[config.mk]
export PLATFORM = sky130hd
export DESIGN_NAME = first_nios2_system_sysid_arbiter
export DESIGN_NICKNAME = d
export VERILOG_FILES = /design/src/rtl/first_nios2_system_sysid_arbiter.sv
export SDC_FILE = /design/constraint.sdc
export NUM_CORES = 1
export LEC_CHECK = 0
export CAP_MARGIN = 20
export CORE_UTILIZATION = 34
export CTS_BUF_LIST = sky130_fd_sc_hd__clkbuf_4
export CTS_CLUSTER_DIAMETER = 80
export DETAILED_ROUTE_END_ITERATION = 8
export PLACE_DENSITY_LB_ADDON = 0.3
export SYNTH_ARGS = -nofsm -noshare
export SYNTH_HDL_FRONTEND = slang
export SYNTH_SLANG_ARGS = --single-unit
[constraint.sdc]
create_clock -name clock -period 1.3 [get_ports clock]
set_input_delay 0.195 -clock clock [delete_from_list [all_inputs] [get_ports clock]]
set_output_delay 0.195 -clock clock [all_outputs]
set_load 0.02 [all_outputs]
[src/rtl/first_nios2_system_sysid_arbiter.sv]
// Two-master read arbiter in front of a zero-wait-state, read-only system ID slave.
// Each transfer takes IDLE -> ISSUE -> RESP, so there is at most one read every three cycles.
// Define SYSID_ARB_ROUND_ROBIN_EN to get round-robin tie breaking.
// Without it, master 0 wins every tie.
module first_nios2_system_sysid_arbiter (
  input  logic        clock,
  input  logic        reset_n,
  input  logic        m0_read,
  input  logic        m0_address,
  output logic        m0_waitrequest,
  output logic        m0_readdatavalid,
  output logic [31:0] m0_readdata,
  input  logic        m1_read,
  input  logic        m1_address,
  output logic        m1_waitrequest,
  output logic        m1_readdatavalid,
  output logic [31:0] m1_readdata,
  output logic        s_address,
  input  logic [31:0] s_readdata
);

  typedef enum logic [1:0] {StIdle, StIssue, StResp} state_e;

  state_e      state_q, state_d;
  logic        grant_q, grant_d;  // 0 = master 0, 1 = master 1
  logic [31:0] data_q, data_d;
  logic        winner;
  logic        grant_read;

`ifdef SYSID_ARB_ROUND_ROBIN_EN
  logic last_grant_q;

  // A tie goes to the master that was not served last.
  always_comb begin
    if (m0_read && m1_read) winner = ~last_grant_q;
    else                    winner = m1_read;
  end

  // Record the master served by each transfer that completes.
  // Reset to 1 so that the first tie goes to master 0.
  always_ff @(posedge clock or negedge reset_n) begin
    if (!reset_n) begin
      last_grant_q <= 1'b1;
    end else if (state_q == StResp) begin
      last_grant_q <= grant_q;
    end
  end
`else
  // Fixed priority: master 1 wins only when master 0 is not requesting.
  always_comb begin
    winner = ~m0_read;
  end
`endif

  // State, grant and captured data registers.
  always_ff @(posedge clock or negedge reset_n) begin
    if (!reset_n) begin
      state_q <= StIdle;
      grant_q <= 1'b0;
      data_q  <= 32'h0;
    end else begin
      state_q <= state_d;
      grant_q <= grant_d;
      data_q  <= data_d;
    end
  end

  // Next-state logic: arbitrate in IDLE, capture in ISSUE, return in RESP.
  always_comb begin
    state_d    = state_q;
    grant_d    = grant_q;
    data_d     = data_q;
    grant_read = grant_q ? m1_read : m0_read;
    unique case (state_q)
      StIdle: begin
        if (m0_read || m1_read) begin
          grant_d = winner;
          state_d = StIssue;
        end
      end
      StIssue: begin
        // If the granted master dropped read, abandon the transfer and keep the data.
        if (grant_read) begin
          data_d  = s_readdata;
          state_d = StResp;
        end else begin
          state_d = StIdle;
        end
      end
      StResp:  state_d = StIdle;
      default: state_d = StIdle;
    endcase
  end

  // Outputs: only the granted master sees waitrequest drop, and only during ISSUE.
  always_comb begin
    m0_waitrequest   = !((state_q == StIssue) && !grant_q);
    m1_waitrequest   = !((state_q == StIssue) && grant_q);
    m0_readdatavalid = (state_q == StResp) && !grant_q;
    m1_readdatavalid = (state_q == StResp) && grant_q;
    m0_readdata      = data_q;
    m1_readdata      = data_q;
    s_address        = 1'b0;
    if (state_q == StIssue) s_address = grant_q ? m1_address : m0_address;
  end

endmodule

Word-level counts from Yosys, hierarchy flattened
Index checks and enable logic that the tools add are counted. Widths: inputs -> output; s select.

Bits of input ports: 38. Flip-flop bits (word level): 35. Output and inout port bits: 69. Word-level logic and storage cells: 24.

Bitwise gates (word level): 1. Muxes and demuxes: 6. Equal/unequal tests: 3. Reduce and logical (&&, ||, !) cells: 11.

Operators by type and width (number): $logic_and 1x1->1 (4); $mux 2 (2); $pmux 2 s2 (1); $reduce_and 2->1 (2); $logic_not 1->1 (3); $mux 1 (3); $eq 2x1->1 const B (1); $eq 2x2->1 const B (1); $logic_not 2->1 (1); $ne 2x2->1 const B (1); $logic_or 1x1->1 (1); $not 1->1 (1).

Depth between registers and ports, before layout
Gate-level depths: netlist of run 1.

Word-level depth: 3. Depth in mapped cells: 5. Gate-level depth less buffers: 3.

Worst setup path after synthesis of run 1
OpenSTA, ideal clock, no wires.

Path kind: register to output. From: register state_q[1]. To: output port s_address. Path slack: -0.133 ns. Cell stages (with the launch flop): 4. Buffers on the path: 0. Arrival time: 1.238 ns. Required time: 1.105 ns. Cells stage by stage: dfrtp_1 > nor2b_2 > nand2b_1 > o21ai_0.

Word-level cells in the longest chain between the ends: 2.

RTL lines: start, declared (RTL line 24) `state_e state_q, state_d;`; start signal, assigned (RTL line 58) `state_q <= StIdle;`; start signal, assigned (RTL line 62) `state_q <= state_d;`; $eq 2x1->1 (RTL line 104) `if (state_q == StIssue) s_address = grant_q ? m1_address : m0_address;`; $mux 1 (RTL line 104); end, declared (RTL line 18) `output logic s_address,`.

Every way passes these cells.

Worst setup path after layout of run 1
From: register grant_q. To: register data_q[28] (netlist: m0_readdata[28]).

Word-level cells in the longest chain between the ends: 2.

RTL lines: start, declared (RTL line 25) `logic grant_q, grant_d;`; start signal, assigned (RTL line 63) `grant_q <= grant_d;`; $mux 1 (RTL line 73) `grant_read = grant_q ? m1_read : m0_read;`; $reduce_and 2->1 (no source line); end signal, assigned (RTL line 64) `data_q <= data_d;`; end, declared (RTL line 26) `logic [31:0] data_q, data_d;`.

Every way passes these cells. A chain may end at the register's enable or synchronous reset.

==> impl_metrics.toml, run 1 <==
[outcome]
status = "complete, but fails checks"
violations = "setup timing"

[logic_synthesis]
synth_fp_nets = 155
yosysSeqAreaShare_pct = 50.4
synth_xor_area_share_pct = 0
synth_fa_ha_area_share_pct = 0
synth_simple_gate_area_share_pct = 2.88
synthMuxAreaShare_pct = 27.6
netlist_area_um2 = 1740
ys_seq_elements = 35
syn_inst = 117
ys_warn_count = 0
synth_top_family_by_area = "multiplexers"
avgSynthCellArea_um2 = 14.9
synth_compound_gate_area_share_pct = 1.29
synth.distinct_cells = 18

[clock_network]
cts_tree = "done"
clkTransAtPathRegs_ns = 0.11
cts_root_buf = "clkbuf_4"
cts_htree_levels = 2
clock_path_buffers = 2
clock_latency_ns = 0.33
numCtsBuffers = 5
clkSinkCount = 35

[routing]
routed.top_layer = "met4"
wl_met2_mm = 1.99
viasPerCell = 4.35
routedWlPerCell_um = 14.3
post-route-drc-count = 0
vias = 1195
wl_mm = 3.93
first_iter_violations = 15
antenna_left = 0
m1WireLength_mm = 1.55
firstDrtPassIters = 3
wl_met3_um = 333

[pwr]
p_per_area_nw_per_um2 = 2760
peakVddDrop_mv = 1.18
leakage_uw = 0.00127

[placement]
routabilityCongestion = 0.733
dp.cells = 264
dp_slack_ns = -0.398
portBuffers = 106
dp_hpwl_mm = 2.88
placed_area_um2 = 2690

[cells_and_area]
fin_area_um2 = 2710
mostFrequentLayoutCells = "36 x clkdlybuf4s50_1, 36 x clkdlybuf4s15_1, 34 x dfrtp_1, 32 x mux2_4, 15 x dlygate4sd2_1"
fillers = 420
areaGrowthSynthToFinish_pct = 55.7
n_antenna_cell = 0
nets = 245
final_util_pct = 56.2
drive_gt1_share_pct = 35.1
fin_cells = 275

[sta]
slew-limit-headroom_pct = 70.8
setup_slack_ns = -0.269
rsz0062_at_grt = "true"
fin_worst_skew_ns = 0.0103
post-route-period-util_pct = 121
worst_slew_pin_slew_ns = 0.438
slew_viol_final = 0
fmax_ghz = 0.637
min_period_ns = 1.57
setup-violations-final = 37
hold_violations = 0

[critical_path]
crit_family = "multiplexers"
crit_chain = "buf_6 > mux2i_2 > nor2b_4 > buf_12 > mux2_4"
arrival_ns = 1.78
path_buf_inv = 2
cpMaxStageDelayCell = "dfrtp_2"
cp_slowest_stage_delay_ns = 0.45
path_max_fanout = 20
crit_type = "reg2reg"
cp-start-kind = "flop"
cp-end-kind = "flop"
cp.required_ns = 1.52
reg2reg_slack_ns = -0.27

[floorplan]
initial_utilization_pct = 36.1
dieArea_um2 = 5410
rows = 25
die_h_um = 73.5
die_x_um = 73.5
ios = 107
core_area_um2 = 4820

[global_route]
grt_pass1_vias = 1233
grt_pass1_wl_mm = 5.89
grt_max_degree = 21
antenna_found_initial = 0
overflow = 0
track_usage_pct = 14.8

[flow_run]
max_cap_viol_count = 0

[min_path]
min-delay-path-class = "in2async"
## kinds of logic after synthesis
| logic type | count (synthesis) |
|---|---|
| AND/OR/NAND/NOR | 8 |
| multiplexers | 33 |
| AO/OA/AOI/OAI | 4 |
| flip-flops | 35 |
| buffers and inverters | 37 |
## metal layers
metal | track usage [%] | vias to the layer above
met5 | 0 | -
met4 | 5.77 | 0
met3 | 5.08 | 6
met2 | 25.8 | 69
met1 | 16.7 | 582
li1 | - | 538
## worst reg2reg max path, stage by stage, from the launching register on
cell	delay, ns
dfrtp_2	0.45
buf_6	0.13
mux2i_2	0.16
nor2b_4	0.18
buf_12	0.21
mux2_4	0.33
## power breakdown
part | switching, uW | total (uW) | internal, uW | leakage, uW
sequential | 458 | 2110 | 1650 | 0.000413
combinational | 2350 | 4780 | 2430 | 0.000823
clock | 348 | 569 | 221 | 0.0000307
## path summary, 6_finish.rpt
check | from | end | cells after the start
min in group clock | s_readdata[10] | m0_readdata[10] | 2
max in group asynchronous | reset_n | m0_readdata[26] | 3
worst max-delay path | grant_q | m0_readdata[28] | 5
worst max register to register | grant_q | m0_readdata[28] | 5
worst min register to register | m0_readdata[28] | m0_readdata[28] | 1
worst min-delay path | reset_n | m0_readdata[9] | 2
## synth_stat cells, drive strengths merged
cell    count  share of area, %
a21oi       2              0.58
and3b       1              0.50
buf        36                18
dfrtp      35                50
inv         1              0.22
mux2       32                27
mux2i       1              0.58
nand2       1              0.22
nand2b      1              0.36
nand3       1              0.29
nor2        1              0.22
nor2b       2              0.86
nor3b       1              0.43
o21a        1              0.43
o21ai       1              0.29
## state kept, by name, summed over array words and instances (netlist names)
register / cells
state_q: 2
m0_readdata: 32
grant_q: 1
## layout make-up
class                      instances  area, um^2  share of cell area [%]
clock buffer                       6        45.0                    1.66
clock inverter                     2        7.51                   0.277
inverter                           1        3.75                   0.139
multi-input combinational         45         579                    21.4
sequential                        35         877                    32.4
tap                               67        83.8                    3.10
timing repair buffer             119        1110                    41.0
## through the flow
stage	hold slack, ns	setup TNS, ns	total power, uW
3_3_place_gp	0.150	-10.28	7370
6_report	0.329	-8.36	7460
2_1_floorplan	-0.101	-2.96	5600
4_1_cts	0.314	-7.88	7440
5_1_grt	0.355	-9.87	7880
3_5_place_dp	0.165	-13.00	7460
## what timing repair did
action                                  CTS  global route
setup buffers                             2             1
gates resized for setup                 102            60
endpoints found under the setup margin  101            83
hold endpoints to repair                 17             0
pin swaps                                 1             1
cloned                                    0             0
hold buffers                              1             0
Note: power is estimated with default switching activity, not from simulation.
==> run 2, diff against run 1 <==
CORE_MARGIN = 2   (was unset)
CORE_UTILIZATION = 35   (was 34)
RECOVER_POWER = 50   (was unset)
clock period = 1.65 ns   (was 1.3 ns; I/O delays follow)
==> impl_metrics.toml, run 2 (synthesis results as in run 1) <==
[placement]
portBuffers = 106
routabilityCongestion = 0.776
dp_hpwl_mm = 2.94
placed_area_um2 = 2660
dp.cells = 261

[clock_network]
postCtsHoldBufs = 0
clkSinkCount = 35
numCtsBuffers = 5
cts_htree_levels = 2
clkTransAtPathRegs_ns = 0.10
clock_path_buffers = 2
cts_tree = "done"
clock_latency_ns = 0.32
cts_root_buf = "clkbuf_4"

[critical_path]
cp-end-kind = "output pin"
path_buf_inv = 1
arrival_ns = 1.34
crit_chain = "clkdlybuf4s50_1"
path_max_fanout = 3
cp_slowest_stage_delay_ns = 0.62
crit_type = "reg2out"
cp-start-kind = "flop"
crit_cells = 1
crit_family = "buffers and inverters"
reg2reg_slack_ns = 0.09
cpMaxStageDelayCell = "clkdlybuf4s50_1"
cp.required_ns = 1.40
reg2reg_depth = 5

[cells_and_area]
drive_gt1_share_pct = 23.8
layout_commonest_cell = "clkdlybuf4s50_1"
fin_cells = 269
fin_area_um2 = 2600
largest_reg_flops = 32
n_antenna_cell = 0
nets = 239
mostFrequentLayoutCells = "86 x clkdlybuf4s50_1, 34 x dfrtp_1, 26 x mux2_4, 16 x clkbuf_1, 7 x clkbuf_4"
areaGrowthSynthToFinish_pct = 49.7

[pwr]
p_per_area_nw_per_um2 = 2290
power_switching_share_pct = 40.6
peakVddDrop_mv = 0.991
p_switching_uw = 2420
leakage_uw = 0.00112
p_int_uw = 3540
p_clk_share_pct = 7.6
combPwrFrac_pct = 64.6
p_seq_share_pct = 27.8

[sta]
worst_slew_pin_slew_ns = 0.847
post-route-period-util_pct = 96.0
slew_viol_final = 0
fmax_ghz = 0.632
fin_worst_skew_ns = 0.00645
rsz0062_at_grt = "false"
slew-limit-headroom_pct = 43.5
min_period_ns = 1.58
hold_violations = 0
setup-violations-final = 0

[routing]
wl_mm = 3.86
first_iter_violations = 42
routedWlPerCell_um = 14.3
antenna_left = 0
viasPerCell = 4.32
post-route-drc-count = 0
firstDrtPassIters = 3
vias = 1163

[floorplan]
dieArea_um2 = 5550
die_h_um = 74.5
rows = 25
core_area_um2 = 4750
die_x_um = 74.5
ios = 107
initial_utilization_pct = 36.6

[global_route]
grt_max_degree = 36
track_usage_pct = 14.1
grt_pass1_wl_mm = 5.83
antenna_found_initial = 0
overflow = 0
grt_pass1_vias = 1228

[min_path]
min-delay-path-class = "in2async"

[flow_run]
max_cap_viol_count = 0

[outcome]
status = "finished, final reports clean"
[run 2: cell types whose count changed in the layout (fill, tap and decap cells not counted), moves of 2 or more]
cell and delta:
clkdlybuf4s15_1 -36, buf_4 -4, mux2_4 -6, clkbuf_1 +16, mux2_2 +3, dlygate4sd2_1 -13, mux2_1 +3, buf_6 -5
clkinv_1 -2, clkdlybuf4s50_1 +50, buf_2 -2, clkbuf_2 -11
[run 2: worst reg2reg max path: cells and delay by family, from the launching register on]
kind / cells / cell delay (ns)
simple gates: 1 / 0.10
buf+inv: 2 / 0.32
flops: 1 / 0.41
mux: 2 / 0.63
[run 2: per-stage QoR]
stage / worst slack [ns] / setup TNS (ns) / total power, uW / hold WS [ns] / util, %
floorplan: 0.165 / 0 / 4410 / -0.0481 / -
global placement: -0.0816 / -0.335 / 5780 / 0.354 / 55.9
detailed placement: -0.108 / -2.46 / 5850 / 0.364 / 55.9
CTS: -0.00675 / -0.00675 / 6330 / 0.00216 / 57.0
global route: 0.00110 / 0 / 6320 / 0.0650 / 54.8
finish: 0.0666 / 0 / 5960 / 0.0197 / 54.8
[run 2: power by group through the flow]
stage	Sequential [uW]	Combinational (uW)	Clock, uW
global placement	1640	4140	0
finish	1660	3850	453
global route	1740	4060	523
floorplan	2130	2280	0
CTS	1680	4170	483
detailed placement	1670	4180	0
[run 2: per-layer routing]
layer  vias to the layer above  routed length (um)  GRT usage, %
li1                        530                   -             -
met1                       560                1430          14.9
met5                         -                   0             0
met4                         0                  44          5.95
met3                         4                 368          4.20
met2                        69                2020          26.0
[run 2: worst paths after layout]
path,start,endpoint
worst max-delay path,m0_readdata[7],m1_readdata[7]
worst min-delay path,reset_n,m0_readdata[22]
worst max register to register,grant_q,m0_readdata[5]
worst min register to register,m0_readdata[8],m0_readdata[8]
max in group asynchronous,reset_n,grant_q
min in group clock,s_readdata[8],m0_readdata[8]
[run 2: area by class of cell]
cell class / instances / area (um^2)
tap: 67 / 83.8
clock inverter: 1 / 5.00
fill: 415 / 2150
timing repair buffer: 113 / 1030
clock buffer: 7 / 52.6
sequential: 35 / 877
inverter: 1 / 3.75
multi-input combinational: 45 / 553
[run 2: timing repair]
action / CTS / global route
resized for setup: 12 / 18
endpoints found under the setup margin: 5 / 20
setup buffers: 0 / 0
cloned: 0 / 0
==> run 3, diff against run 2 <==
CORE_ASPECT_RATIO = 1.25   (was unset)
==> impl_metrics.toml, run 3 (synthesis results as in run 1) <==
[clock_network]
clkTransAtPathRegs_ns = 0.11
cts_root_buf = "clkbuf_4"
cts_tree = "done"
postCtsSetupBuffers = 0
clock_path_buffers = 2
clkSinkCount = 35
numCtsBuffers = 5
cts_htree_levels = 2
clock_latency_ns = 0.33

[cells_and_area]
fin_cells = 264
fin_area_um2 = 2550
largest_reg_flops = 32
layout_commonest_cell = "clkdlybuf4s50_1"
drive_gt1_share_pct = 26.0
mostFrequentLayoutCells = "71 x clkdlybuf4s50_1, 35 x dfrtp_1, 29 x mux2_4, 27 x clkbuf_1, 6 x clkbuf_4"
n_antenna_cell = 0
fillers = 440
areaGrowthSynthToFinish_pct = 46.7
final_util_pct = 53.5
nets = 241

[placement]
placed_area_um2 = 2660
routabilityCongestion = 0.643
portBuffers = 106
dp_hpwl_mm = 2.82
dp.cells = 255

[outcome]
status = "finished, final reports clean"

[sta]
slew_viol_final = 0
hold_violations = 0
tns_ns = 0
fmax_ghz = 0.627
worst_slew_pin_slew_ns = 0.830
rsz0062_at_grt = "false"
setup-violations-final = 0
slew-limit-headroom_pct = 44.7
finalHoldWorstSlack_ns = 0.526
post-route-period-util_pct = 96.7
fin_worst_skew_ns = 0.00798
min_period_ns = 1.60

[global_route]
grt_pass1_wl_mm = 6.02
overflow = 0
track_usage_pct = 14.2
antenna_found_initial = 0
grt_max_degree = 36
grt_pass1_vias = 1268

[routing]
antenna_left = 0
post-route-drc-count = 0
firstDrtPassIters = 2
viasPerCell = 4.33
first_iter_violations = 19
routedWlPerCell_um = 13.8
wl_mm = 3.66
vias = 1143

[pwr]
p_per_area_nw_per_um2 = 2280
combPwrFrac_pct = 63.5
power_switching_share_pct = 41.9
peakVddDrop_mv = 1.03
leakage_uw = 0.00113
p_int_uw = 3380
p_switching_uw = 2440
p_seq_share_pct = 28.7
p_clk_share_pct = 7.9

[min_path]
min-delay-path-class = "in2async"

[critical_path]
cp-end-kind = "output pin"
crit_type = "reg2out"
cpMaxStageDelayCell = "clkdlybuf4s50_1"
path_buf_inv = 1
path_max_fanout = 3
arrival_ns = 1.35
cp.required_ns = 1.40
crit_chain = "clkdlybuf4s50_1"
crit_family = "buffers and inverters"
cp_slowest_stage_delay_ns = 0.62
cp-start-kind = "flop"

[floorplan]
core_area_um2 = 4760
ios = 107
dieArea_um2 = 5550
die_h_um = 82.8
rows = 28
die_x_um = 67.1
initial_utilization_pct = 36.5

[flow_run]
max_cap_viol_count = 0
-- run 3: changes by cell type in the layout (fill, tap and decap cells not counted) --
| cell | before | now |
|---|---|---|
| clkinvlp_4 | 0 | 1 |
| clkbuf_1 | 16 | 27 |
| dfrtp_1 | 34 | 35 |
| mux2_4 | 26 | 29 |
| mux2_1 | 3 | 0 |
| buf_4 | 3 | 5 |
| clkbuf_2 | 2 | 3 |
| clkbuf_4 | 7 | 6 |
| o21ai_1 | 0 | 1 |
| dlymetal6s2s_1 | 1 | 3 |
| dlygate4sd3_1 | 0 | 1 |
| clkdlybuf4s50_1 | 86 | 71 |
| o21ai_0 | 1 | 0 |
| dfrtp_2 | 1 | 0 |
-- run 3: worst register-to-register path, delay by kind of cell, from the launching register on --
family        cells  cell delay, ns
buf+inv           2            0.36
flops             1            0.43
mux               2            0.50
simple gates      1            0.19
-- run 3: layout make-up --
type | count | area [um^2] | area share [%]
clock inverter | 2 | 12.5 | 0.490
sequential | 35 | 876 | 34.3
timing repair buffer | 115 | 975 | 38.2
multi-input combinational | 45 | 564 | 22.1
clock buffer | 6 | 45.0 | 1.77
tap | 60 | 75.1 | 2.94
inverter | 1 | 3.75 | 0.147
-- run 3: per-layer routing --
layer,global-route usage [%],vias up,part of all wire [%]
li1,-,532,-
met1,15.7,557,36
met2,25.2,52,57
met3,3.25,2,6.5
met4,5.57,0,0.44
met5,0,-,0
-- run 3: worst paths after layout --
| kind | from | end | slack (ns) | cells past startpoint |
|---|---|---|---|---|
| max | m0_readdata[5] | m0_readdata[5] | 0.05 | 1 |
| min | reset_n | m0_readdata[12] | 0.53 | 2 |
| max reg2reg | grant_q | m0_readdata[13] | 0.07 | 5 |
| min reg2reg | m0_readdata[1] | m0_readdata[1] | 0.55 | 1 |
| max in group asynchronous | reset_n | m0_readdata[16] | 0.59 | 2 |
| min in group clock | s_readdata[9] | m0_readdata[9] | 0.53 | 2 |
-- run 3: metrics by stage --
step                      total power [uW]  setup WS [ns]
after CTS                             6330        0.00198
after global placement                5800        -0.0985
final                                 5810         0.0548
after floorplan                       4410          0.165
after detailed placement              5850         -0.124
after global routing                  6140      0.0000134
-- run 3: power groups by stage --
stage	combinational [uW]	clock, uW	sequential, uW
finish	3690	457	1670
global route	3870	521	1750
CTS	4160	481	1690
detailed placement	4170	0	1680
global placement	4160	0	1650
floorplan	2280	0	2130
-- run 3: repair_timing --
| item | in CTS | in global routing |
|---|---|---|
| hold buffers | 1 | 0 |
| resized for setup | 12 | 33 |
| hold endpoints to repair | 20 | 0 |
| endpoints found under the setup margin | 5 | 34 |
| pin swaps | 0 | 0 |
